[src/rtl/sar_adc_controller_pkg.sv]
// Shared definitions for the SAR ADC controller: FSM state encoding and default ladder width.
package sar_adc_controller_pkg;

  localparam int ADC_WIDTH = 8;

  localparam logic [1:0] ST_IDLE   = 2'd0;
  localparam logic [1:0] ST_SETTLE = 2'd1;
  localparam logic [1:0] ST_DECIDE = 2'd2;
  localparam logic [1:0] ST_ACCUM  = 2'd3;

  typedef enum logic [1:0] {
    IDLE   = ST_IDLE,
    SETTLE = ST_SETTLE,
    DECIDE = ST_DECIDE,
    ACCUM  = ST_ACCUM
  } sar_state_t;

endpackage

[src/rtl/sar_adc_controller_settle_timer.sv]
// Reloadable settle downcounter: after load, done is high in the PERIOD-th following cycle.
module settle_timer #(
  parameter int PERIOD = 1000
) (
  input  logic clk,
  input  logic reset,
  input  logic load,
  output logic done
);

  localparam int CW = $clog2(PERIOD + 1);

  logic [CW-1:0] count;

  always_ff @(posedge clk) begin
    if (reset) begin
      count <= '0;
    end else if (load) begin
      count <= CW'(PERIOD);
    end else if (count != '0) begin
      count <= count - CW'(1);
    end
  end

  // Flags the cycle whose edge takes the count to zero, so the caller leaves on time.
  assign done = (count == CW'(1)) && !load;

endmodule

[src/rtl/sar_adc_controller.sv]
// Successive-approximation ADC controller: binary-searches an R2R ladder against an external
// comparator and optionally averages 2**AVG_LOG2 conversions per request.
module sar_adc_controller
  import sar_adc_controller_pkg::*;
#(
  parameter int WIDTH         = ADC_WIDTH,
  parameter int SETTLE_CYCLES = 1000,
  parameter int SYNC_STAGES   = 2,
  parameter int AVG_LOG2      = 0
) (
  input  logic             clk,
  input  logic             reset,
  input  logic             start,
  input  logic             comp_in,
  output logic [WIDTH-1:0] R2R_out,
  output logic             busy,
  output logic             valid,
  output logic [WIDTH-1:0] result
);

  if (WIDTH < 2) begin : g_bad_width
    $error("sar_adc_controller: WIDTH must be >= 2");
  end
  if (SYNC_STAGES < 2) begin : g_bad_sync
    $error("sar_adc_controller: SYNC_STAGES must be >= 2");
  end
  if (SETTLE_CYCLES < SYNC_STAGES + 1) begin : g_bad_settle
    $error("sar_adc_controller: SETTLE_CYCLES must be >= SYNC_STAGES+1");
  end
  if (AVG_LOG2 < 0 || AVG_LOG2 > 4) begin : g_bad_avg
    $error("sar_adc_controller: AVG_LOG2 must be in 0..4");
  end

  localparam int BW    = $clog2(WIDTH);
  localparam int ACC_W = WIDTH + AVG_LOG2;
  localparam int CNT_W = (AVG_LOG2 > 0) ? AVG_LOG2 : 1;

  localparam logic [BW-1:0]    TOP_BIT  = BW'(WIDTH - 1);
  localparam logic [WIDTH-1:0] MSB_CODE = WIDTH'(1) << (WIDTH - 1);
  localparam logic [CNT_W-1:0] LAST_N   = CNT_W'((1 << AVG_LOG2) - 1);

  sar_state_t       state;
  logic [WIDTH-1:0] code;
  logic [WIDTH-1:0] code_decided;
  logic [BW-1:0]    bit_idx;
  logic [ACC_W-1:0] acc;
  logic [ACC_W-1:0] acc_sum;
  logic [CNT_W-1:0] n;
  logic [SYNC_STAGES-1:0] sync;
  logic             comp_s;
  logic             timer_load;
  logic             timer_done;

  // comp_in is asynchronous to clk; only the last synchroniser stage is ever looked at.
  always_ff @(posedge clk) begin
    if (reset) begin
      sync <= '0;
    end else begin
      sync <= {sync[SYNC_STAGES-2:0], comp_in};
    end
  end
  assign comp_s = sync[SYNC_STAGES-1];

  assign timer_load = (state == IDLE   && start)
                   || (state == DECIDE && bit_idx != '0)
                   || (state == ACCUM  && n != LAST_N);

  settle_timer #(
    .PERIOD(SETTLE_CYCLES)
  ) u_settle_timer (
    .clk  (clk),
    .reset(reset),
    .load (timer_load),
    .done (timer_done)
  );

  // Commit the current trial bit and, unless it was the LSB, raise the next one.
  always_comb begin
    code_decided = code;
    code_decided[bit_idx] = comp_s;
    if (bit_idx != '0) begin
      code_decided[bit_idx - BW'(1)] = 1'b1;
    end
  end

  assign acc_sum = acc + ACC_W'(code);

  always_ff @(posedge clk) begin
    if (reset) begin
      state   <= IDLE;
      code    <= '0;
      bit_idx <= '0;
      acc     <= '0;
      n       <= '0;
      result  <= '0;
      valid   <= 1'b0;
    end else begin
      valid <= 1'b0;
      case (state)
        IDLE: begin
          if (start) begin
            code    <= MSB_CODE;
            bit_idx <= TOP_BIT;
            acc     <= '0;
            n       <= '0;
            state   <= SETTLE;
          end
        end
        SETTLE: begin
          if (timer_done) begin
            state <= DECIDE;
          end
        end
        DECIDE: begin
          code <= code_decided;
          if (bit_idx != '0) begin
            bit_idx <= bit_idx - BW'(1);
            state   <= SETTLE;
          end else begin
            state <= ACCUM;
          end
        end
        ACCUM: begin
          acc <= acc_sum;
          if (n == LAST_N) begin
            result <= WIDTH'(acc_sum >> AVG_LOG2);
            valid  <= 1'b1;
            code   <= '0;
            state  <= IDLE;
          end else begin
            n       <= n + CNT_W'(1);
            code    <= MSB_CODE;
            bit_idx <= TOP_BIT;
            state   <= SETTLE;
          end
        end
        default: begin
          code  <= '0;
          state <= IDLE;
        end
      endcase
    end
  end

  assign busy    = (state != IDLE);
  assign R2R_out = busy ? code : '0;

endmodule

[config.mk]
export PLATFORM = sky130hd
export DESIGN_NAME = sar_adc_controller
export DESIGN_NICKNAME = d
export VERILOG_FILES = /design/src/rtl/sar_adc_controller_pkg.sv /design/src/rtl/sar_adc_controller_settle_timer.sv /design/src/rtl/sar_adc_controller.sv
export SDC_FILE = /design/constraint.sdc
export NUM_CORES = 1
export LEC_CHECK = 0
export ABC_AREA = 1
export BUFFER_PORTS_ARGS = -buffer_cell sky130_fd_sc_hd__clkbuf_2
export CORE_MARGIN = 8
export CORE_UTILIZATION = 35
export CTS_BUF_LIST = sky130_fd_sc_hd__clkbuf_8
export CTS_CLUSTER_SIZE = 14
export DETAILED_ROUTE_END_ITERATION = 7
export PLACE_DENSITY_LB_ADDON = 0.25
export SLEW_MARGIN = 20
export SYNTH_ARGS = -nofsm -noshare
export SYNTH_HDL_FRONTEND = slang
export SYNTH_HIERARCHICAL = 1
export SYNTH_SLANG_ARGS = --single-unit
[constraint.sdc]
create_clock -name clk -period 2.2 [get_ports clk]
set_input_delay 0.22 -clock clk [delete_from_list [all_inputs] [get_ports clk]]
set_output_delay 0.22 -clock clk [all_outputs]
set_load 0.05 [all_outputs]
==> qor.txt, run 1 <==
Run status: finished clean
Slew headroom: 58.48%
DRC: 0
Number of synthesized flops with an enable pin: 0
Synthesized flop and latch total: 42
CP delay by family, top: simple AND/OR/NAND/NOR gates
Post-layout nets: 377
Number of fill cells: 690
Chip height: 97.46 um
Global route overflow: 0
Via-to-Cell Ratio: 4.774
Die Area: 9497 um2
Capturing point of the worst reg2reg path: state[0]$_SDFFE_PP0P_
CTS buffer count: 5
R2r worst-path depth: 10
Switch share: 32.48%
Die X: 97.46 um
Number of detailed-route iterations in the first pass: 5
CTS Hold Bufs: 0
Syn avg cell area: 6.891 um2
WL per Instance: 11.72 um
Max-cap violations: 0
Hold crit path type: in -> reg
Vias in the first global route: 1974
Port Buffers: 21
Switching pwr: 546.3 uW
VDD IR max: 0.3376 mV
Seq pwr share: 49.9%
Ys flop type: dfxtp_1
Row count: 29
Area of the multi-input gates: 1260 um2
CP max-delay cell: dfxtp_1
H-tree depth: 2
Kind of critical path: reg -> reg
# IOs: 22
Area Growth Syn to Fin: 11.37%
Core region area: 6386 um2
Internal Power: 1.136 mW
Fmax: 546.7 MHz
CTS Buffer Depth: 2
Arr. time, crit path: 2.01 ns
CTS tree: yes
Startpoint types: flip-flop
Reg area: 840.8 um2
Final setup viols: 0
CTS resizes: 0
GPL Wtd Cong: 0.8191
Initial Utilization: 36.36%
Setup bufs post-CTS: 0
CTS root buf: clkbuf_8
First-pass GRT wire length: 9163 um
Clock latency on the worst-skew pair: 0.30 ns
P per Cell Area: 650.4 nW/um2
Worst Path Required: 2.38 ns
Critical Path Max Stage Delay: 0.36 ns
Hold path cells: 3
Clk_skew: 0.009724 ns
Clk sink count: 42
Sequential area share after synthesis: 36.21%
Clk pwr share: 29.7%
Routed Antenna Nets: 0
Cell mode on critical path: inv_1
Critical path cell sequence: inv_1, ha_1, nand2_4, a21oi_4, inv_2, inv_1, nand4_1, nor2_1, nand3b_1, a21oi_1
Layout cell share with drive strength beyond 1: 13.54%
Final Hold Viols: 0
Post-Synthesis Net Count: 353
Post-synth ARST share: 0%
Largest net degree at the start of global routing: 31
Endpoint type of the worst setup path: flip-flop
Hold Path End: sync[0]$_SDFF_PP0_
Worst path buffer plus inverter count: 3
RSZ-0062 raised after global routing: no
Period minus WS final: 1.829 ns
Antenna Cells: 0
Fin. max-slew vios: 0
Combinational Power Share: 20.4%
Syn Inst Count: 337
Cell area after synthesis: 2322 um2
CP Max Fanout: 7
Total power: 1.682 mW
Initial antenna violation count: 0
Setup TNS: 0 ns
Initial DRC count: 213
FF-to-FF Start: bit_idx[1]$_SDFFE_PP0P_
Routed via count: 2096
CP Depth: 10
Final period util: 83.15%
GRT Util Overall: 11.38%
Final WL: 5145 um
Reg-to-reg slack, setup: 0.37 ns
Most frequent cells in the layout: nand2_1 (85), inv_1 (44), dfxtp_1 (42), a21oi_1 (38), nor2_1 (30)
Static leakage: 1.171 nW
Critical hold path startpoint: comp_in
Post-DP HPWL: 3897 um
Synth cell types: 32
Slew @ Worst Pin: 0.6229 ns
Clock transition at the registers of the reported paths: 0.09 ns
Leading cell type in the layout, fill and taps excluded: nand2_1
Yosys warns: 6
[metrics by stage]
stage	hold WS (ns)	util (%)	worst slack, ns	cells	instance area [um2]
after floorplan	0.2891	-	0.4244	337	2322
after global placement	0.3921	39.15	0.4739	431	2500
after detailed placement	0.4005	39.15	0.3914	431	2500
after CTS	0.1043	40.50	0.3760	439	2586
after global routing	0.1056	40.50	0.1835	439	2586
final	0.1040	40.50	0.3708	439	2586
[worst max-delay path by stage]
stage	endpoint	from	slack [ns]
finish	state[0]$_SDFFE_PP0P_	bit_idx[1]$_SDFFE_PP0P_	0.37
CTS	state[0]$_SDFFE_PP0P_	bit_idx[1]$_SDFFE_PP0P_	0.38
global placement	state[0]$_SDFFE_PP0P_	bit_idx[1]$_SDFFE_PP0P_	0.47
detailed placement	state[0]$_SDFFE_PP0P_	bit_idx[1]$_SDFFE_PP0P_	0.39
floorplan	R2R_out[0]	state[1]$_SDFFE_PP0P_	0.42
global route	state[0]$_SDFFE_PP0P_	bit_idx[1]$_SDFFE_PP0P_	0.18
[routing by layer]
metal	global-route usage, %	wire [um]	up-vias
li1	-	-	1129
met4	3.380	57	0
met3	3.912	352	5
met5	0	0	-
met2	16.50	2070	48
met1	15.33	2665	914
[state kept, by name (all words and copies together) (netlist names)]
register / flops
code: 8
result: 8
acc: 8
u_settle_timer/count: 10
sync: 2
bit_idx: 3
valid: 1
state: 2
[synth_stat cells (all sizes together) (2+ instances only)]
master | instances | area share, %
ha | 11 | 5.9
or2 | 2 | 0.54
inv | 48 | 7.9
nand3b | 2 | 0.65
xor2 | 2 | 1.1
a211oi | 2 | 0.65
dfxtp | 42 | 36
a21oi | 39 | 8.9
o21ai | 23 | 5.1
nand4 | 2 | 0.54
nand2 | 90 | 15
xnor2 | 5 | 1.9
buf | 3 | 1.2
nand3 | 24 | 5.2
clkbuf | 3 | 0.48
nor2 | 35 | 6.8
[power groups by stage]
| stage | Sequential, mW | Combinational (mW) | Clock [mW] |
|---|---|---|---|
| final | 0.840 | 0.344 | 0.499 |
| after global placement | 0.856 | 0.341 | 0 |
| after CTS | 0.839 | 0.345 | 0.515 |
| after floorplan | 0.845 | 0.289 | 0 |
| after global routing | 0.846 | 0.394 | 0.548 |
| after detailed placement | 0.856 | 0.342 | 0 |
[area by class of cell]
type | count | area share, %
multi-input combinational | 241 | 48.72
sequential | 42 | 32.51
inverter | 48 | 7.063
timing repair buffer | 23 | 4.644
tap | 77 | 3.725
clock buffer | 5 | 2.661
clock inverter | 3 | 0.6773
[worst min-delay path: cells and delay by family]
kind | cells | cell delay (ns)
buf+inv | 2 | 0.12
simple gates | 1 | 0.03
[cell families (layout without fill, tap and decap cells)]
group,count (synthesis),count (layout),synth area share (%)
xor+xnor,7,7,2.964
flops,42,42,36.21
compound gates,66,66,15.25
buf+inv,54,79,9.536
simple gates,156,156,29.26
fa+ha+maj,12,12,6.789
(Power assumes the default switching activity.)
==> inputs of run 2 (changes only) <==
--- a/config.mk
+++ b/config.mk
@@ -5,7 +5,7 @@
 export SDC_FILE = /design/constraint.sdc
 export NUM_CORES = 1
 export LEC_CHECK = 0
-export ABC_AREA = 1
+export ABC_AREA = 0
 export BUFFER_PORTS_ARGS = -buffer_cell sky130_fd_sc_hd__clkbuf_2
 export CORE_MARGIN = 8
 export CORE_UTILIZATION = 35
==> constraint.sdc (replaced) <==
create_clock -name clk -period 1.65 [get_ports clk]
set_input_delay 0.165 -clock clk [delete_from_list [all_inputs] [get_ports clk]]
set_output_delay 0.165 -clock clk [all_outputs]
set_load 0.05 [all_outputs]
==> run 2 against run 1 <==
The flow now finishes with violations (setup timing). Sequential power is 37% higher. Worst setup slack worse by 0.47 ns. Routed wire length is 16% higher. Non-clock buffer count is 43 higher. Final cell count is 3.2% lower. Die area is 0.54% higher. Global-route usage is 1.2 points higher. Synthesized area is 0.65% higher. Combinational power is 100% higher. Clock skew is 0.0020 ns lower.
==> qor.txt, run 2 <==
CP Max Fanout: 3 (-4)
CTS buffer count: 5 (unchanged)
Ys flop type: dfxtp_1
Final Hold Viols: 0 (unchanged)
Final WL: 5972 um (+16%)
Seq pwr share: 45.4% (-4.5 points)
Placed Cells: 412 (-4.4%)
Clk_skew: 0.007751 ns (-0.001973 ns)
Routed Antenna Nets: 0 (unchanged)
Post-Synth Simple-Gate Area: 22.22% (-7.0 points)
Synth top area cells: dfxtp_1 (36%), a21oi_1 (9.4%), ha_1 (5.9%)
Number of fill cells: 620 (-10%)
Vias in the first global route: 2250 (+14%)
Area Growth Syn to Fin: 36.72%
Antenna Cells: 0 (unchanged)
Yosys warns: 6 (unchanged)
Endpoint type of the worst setup path: flip-flop
Synth cell types: 55 (+72%)
Arr. time, crit path: 1.93 ns (-0.08 ns)
Max-cap violations: 0 (unchanged)
Initial Utilization: 36.39% (about the same)
Static leakage: 1.214 nW (+3.7%)
Clk sink count: 42 (unchanged)
Number of detailed-route iterations in the first pass: 4 (-1)
Post-DP HPWL: 4351 um (+12%)
Post-layout nets: 363 (-3.7%)
Largest family of logic cells by synthesized area: compound AO/OA/AOI/OAI gates
Most common cell in the synthesized netlist: a21oi_1
Layout cell share with drive strength beyond 1: 36.49% (+23 points)
Adder-Cell Fraction of Synth Area: 6.745% (-0.044 points)
Initial antenna violation count: 0 (unchanged)
Initial DRC count: 98 (-54%)
Leading cell types by count after synthesis: a21oi_1 (44), dfxtp_1 (42), nand2_1 (27), nor2_1 (27), nor2b_1 (14)
Worst Path Required: 1.83 ns (-0.55 ns)
Core region area: 6422 um2 (+0.57%)
Hold crit path type: in -> reg
Failing checks: setup timing
Critical path cell sequence: ha_4, o211ai_1, o211ai_1, a221oi_2, xnor2_1, a211oi_2
CTS Buffer Depth: 2 (unchanged)
CTS Hold Bufs: 0 (unchanged)
Clk pwr share: 27.5% (-2.2 points)
Max reg flops: 10 (unchanged)
Critical Path Max Stage Delay: 0.39 ns (+0.03 ns)
Critical hold path startpoint: comp_in
Port Buffers: 21 (unchanged)
Largest net degree at the start of global routing: 21 (-32%)
Fmax: 571.8 MHz (+4.6%)
RSZ-0062 raised after global routing: yes
Largest reg by FF count: u_settle_timer/count
Syn avg cell area: 8.172 um2 (+19%)
Run status: complete, but fails checks
Die Area: 9549 um2 (+0.54%)
Die X: 97.72 um (+0.27%)
GPL Wtd Cong: 0.7986 (-2.5%)
Synthesized flop and latch total: 42 (unchanged)
Slew @ Worst Pin: 0.4858 ns (-0.1371 ns)
Slew headroom: 67.62% (+9.1 points)
Routed via count: 2276 (+8.6%)
# IOs: 22 (unchanged)
P per Cell Area: 795.9 nW/um2 (+22%)
Number of synthesized flops with an enable pin: 0 (unchanged)
Leading cell type in the layout, fill and taps excluded: buf_4
WL per Instance: 14.05 um (+20%)
Post-Synthesis Net Count: 302 (-14%)
H-tree depth: 2 (unchanged)
Post-synth top area share: 35.97% (-0.23 points)
GRT Util Overall: 12.61% (+1.2 points)
Switching pwr: 794.4 uW (+45%)
Syn Inst Count: 286 (-15%)
Clock transition at the registers of the reported paths: 0.08 ns (about the same)
Cell mode on critical path: o211ai_1
FF-to-FF Start: acc[2]$_SDFFE_PP0P_
Cell area after synthesis: 2337 um2 (+0.65%)
Clock latency on the worst-skew pair: 0.29 ns (about the same)
Fin. max-slew vios: 0 (unchanged)
Setup TNS: -0.3205 ns (-0.3205 ns)
Multiplexer area fraction after synthesis: 1.767% (+1.8 points)
Area leader, netlist: dfxtp_1
Switch share: 31.23% (-1.2 points)
Final WS setup: -0.09880 ns (-0.4695 ns)
Most frequent cells in the layout: buf_4 (45), a21oi_1 (42), dfxtp_1 (31), nand2_1 (27), nor2_1 (26)
Post-synth ARST share: 0% (unchanged)
VDD IR max: 0.6016 mV (+78%)
CTS root buf: clkbuf_8
Chip height: 97.72 um (+0.27%)
Compound-gate portion of the synthesized area: 26.77% (+12 points)
DRC: 0 (unchanged)
Startpoint types: flip-flop
Final non-filler cell total: 425 (-3.2%)
Row count: 29 (unchanged)
First-pass GRT wire length: 10170 um (+11%)
CTS tree: yes
CP max-delay cell: a221oi_2
Sequential area share after synthesis: 35.97% (-0.23 points)
Via-to-Cell Ratio: 5.355 (+12%)
Final setup viols: 4 (+4)
Kind of critical path: reg -> reg
Global route overflow: 0 (unchanged)
Internal Power: 1.749 mW (+54%)
Final period util: 106.0% (+23 points)
Combinational Power Share: 27.1% (+6.7 points)
Crit path launch: acc[2]$_SDFFE_PP0P_
Period minus WS final: 1.749 ns (-0.08045 ns)
Post-synthesis xor/xnor area fraction: 2.623% (-0.34 points)
## run 2: changes by cell type after synthesis, sizes merged, moves of 5 or more
cell,before,now
inv,48,12
a21oi,39,45
clkbuf,3,10
nor2b,0,14
nor2,35,27
o21ai,23,13
nand2b,0,5
nand3,24,1
nand2,90,27
## run 2: worst paths after layout
kind	cells past startpoint	slack, ns	end
worst max register to register	6	-0.1	result[7]$_SDFFE_PP0P_
worst min-delay path	2	0.08	sync[0]$_SDFF_PP0_
worst min register to register	2	0.46	result[0]$_SDFFE_PP0P_
worst max-delay path	6	-0.1	result[7]$_SDFFE_PP0P_
## run 2: timing repair
| action | CTS | global route |
|---|---|---|
| buffers inserted | 1 | 3 |
| endpoints found under the hold margin | 0 | 0 |
| pin swaps | 9 | 8 |
| resized for setup | 11 | 54 |
| cloned | 0 | 1 |
| setup endpoints to repair | 13 | 29 |
## run 2: metrics by stage
| stage | setup WS [ns] | hold slack (ns) | power [mW] | instance area (um2) | util (%) |
|---|---|---|---|---|---|
| after floorplan | -0.1621 | 0.2610 | 1.586 | 2451 | - |
| after global placement | -0.09106 | 0.3792 | 1.746 | 2887 | 44.94 |
| after detailed placement | -0.1383 | 0.3797 | 1.757 | 2887 | 44.94 |
| after CTS | -0.07832 | 0.06445 | 2.485 | 3020 | 47.03 |
| after global routing | -0.2307 | 0.08643 | 2.697 | 3196 | 49.76 |
| final | -0.09880 | 0.08400 | 2.543 | 3196 | 49.76 |
## run 2: cell families (layout without fill, tap and decap cells)
kind of cell               count (synthesis)  after routing
DFF                                       42             42
buffers and inverters                     24             86
adders and majority gates                 12             12
AOI/OAI and AO/OA                         97             97
muxes                                      4              4
and+or+nand+nor                          100            100
xor gates and xnor gates                   7              7
## run 2: area by class of cell
type                    count  area (um2)  area share [%]
inverters                  12       50.05           1.566
clock inverters             2       12.51          0.3915
flip-flops and latches     42       859.6           26.90
multi-input cells         220        1612           50.43
well taps                  77       96.34           3.015
repair buffers             66       483.0           15.11
clock buffers               6       82.58           2.584
## run 2: power groups by stage
| stage | combinational, mW | sequential, mW | clock (mW) |
|---|---|---|---|
| floorplan | 0.435 | 1.15 | 0 |
| global placement | 0.580 | 1.17 | 0 |
| detailed placement | 0.591 | 1.17 | 0 |
| CTS | 0.610 | 1.15 | 0.729 |
| global route | 0.760 | 1.17 | 0.770 |
| finish | 0.690 | 1.15 | 0.698 |
## run 2: routing by layer
metal / share of wire [%] / global-route usage [%] / vias up
met1: 48 / 15.28 / 1075
met4: 1.0 / 3.237 / 0
met3: 3.8 / 3.223 / 7
met5: 0 / 0 / -
li1: - / - / 1156
met2: 47 / 21.56 / 38
## run 2: worst max-delay path: cells and delay by family (launching register included)
family | cells | cell delay [ns]
AO/OA/AOI/OAI | 4 | 0.88
flip-flops | 1 | 0.34
adder cells (fa/ha/maj) | 1 | 0.23
XOR/XNOR | 1 | 0.18
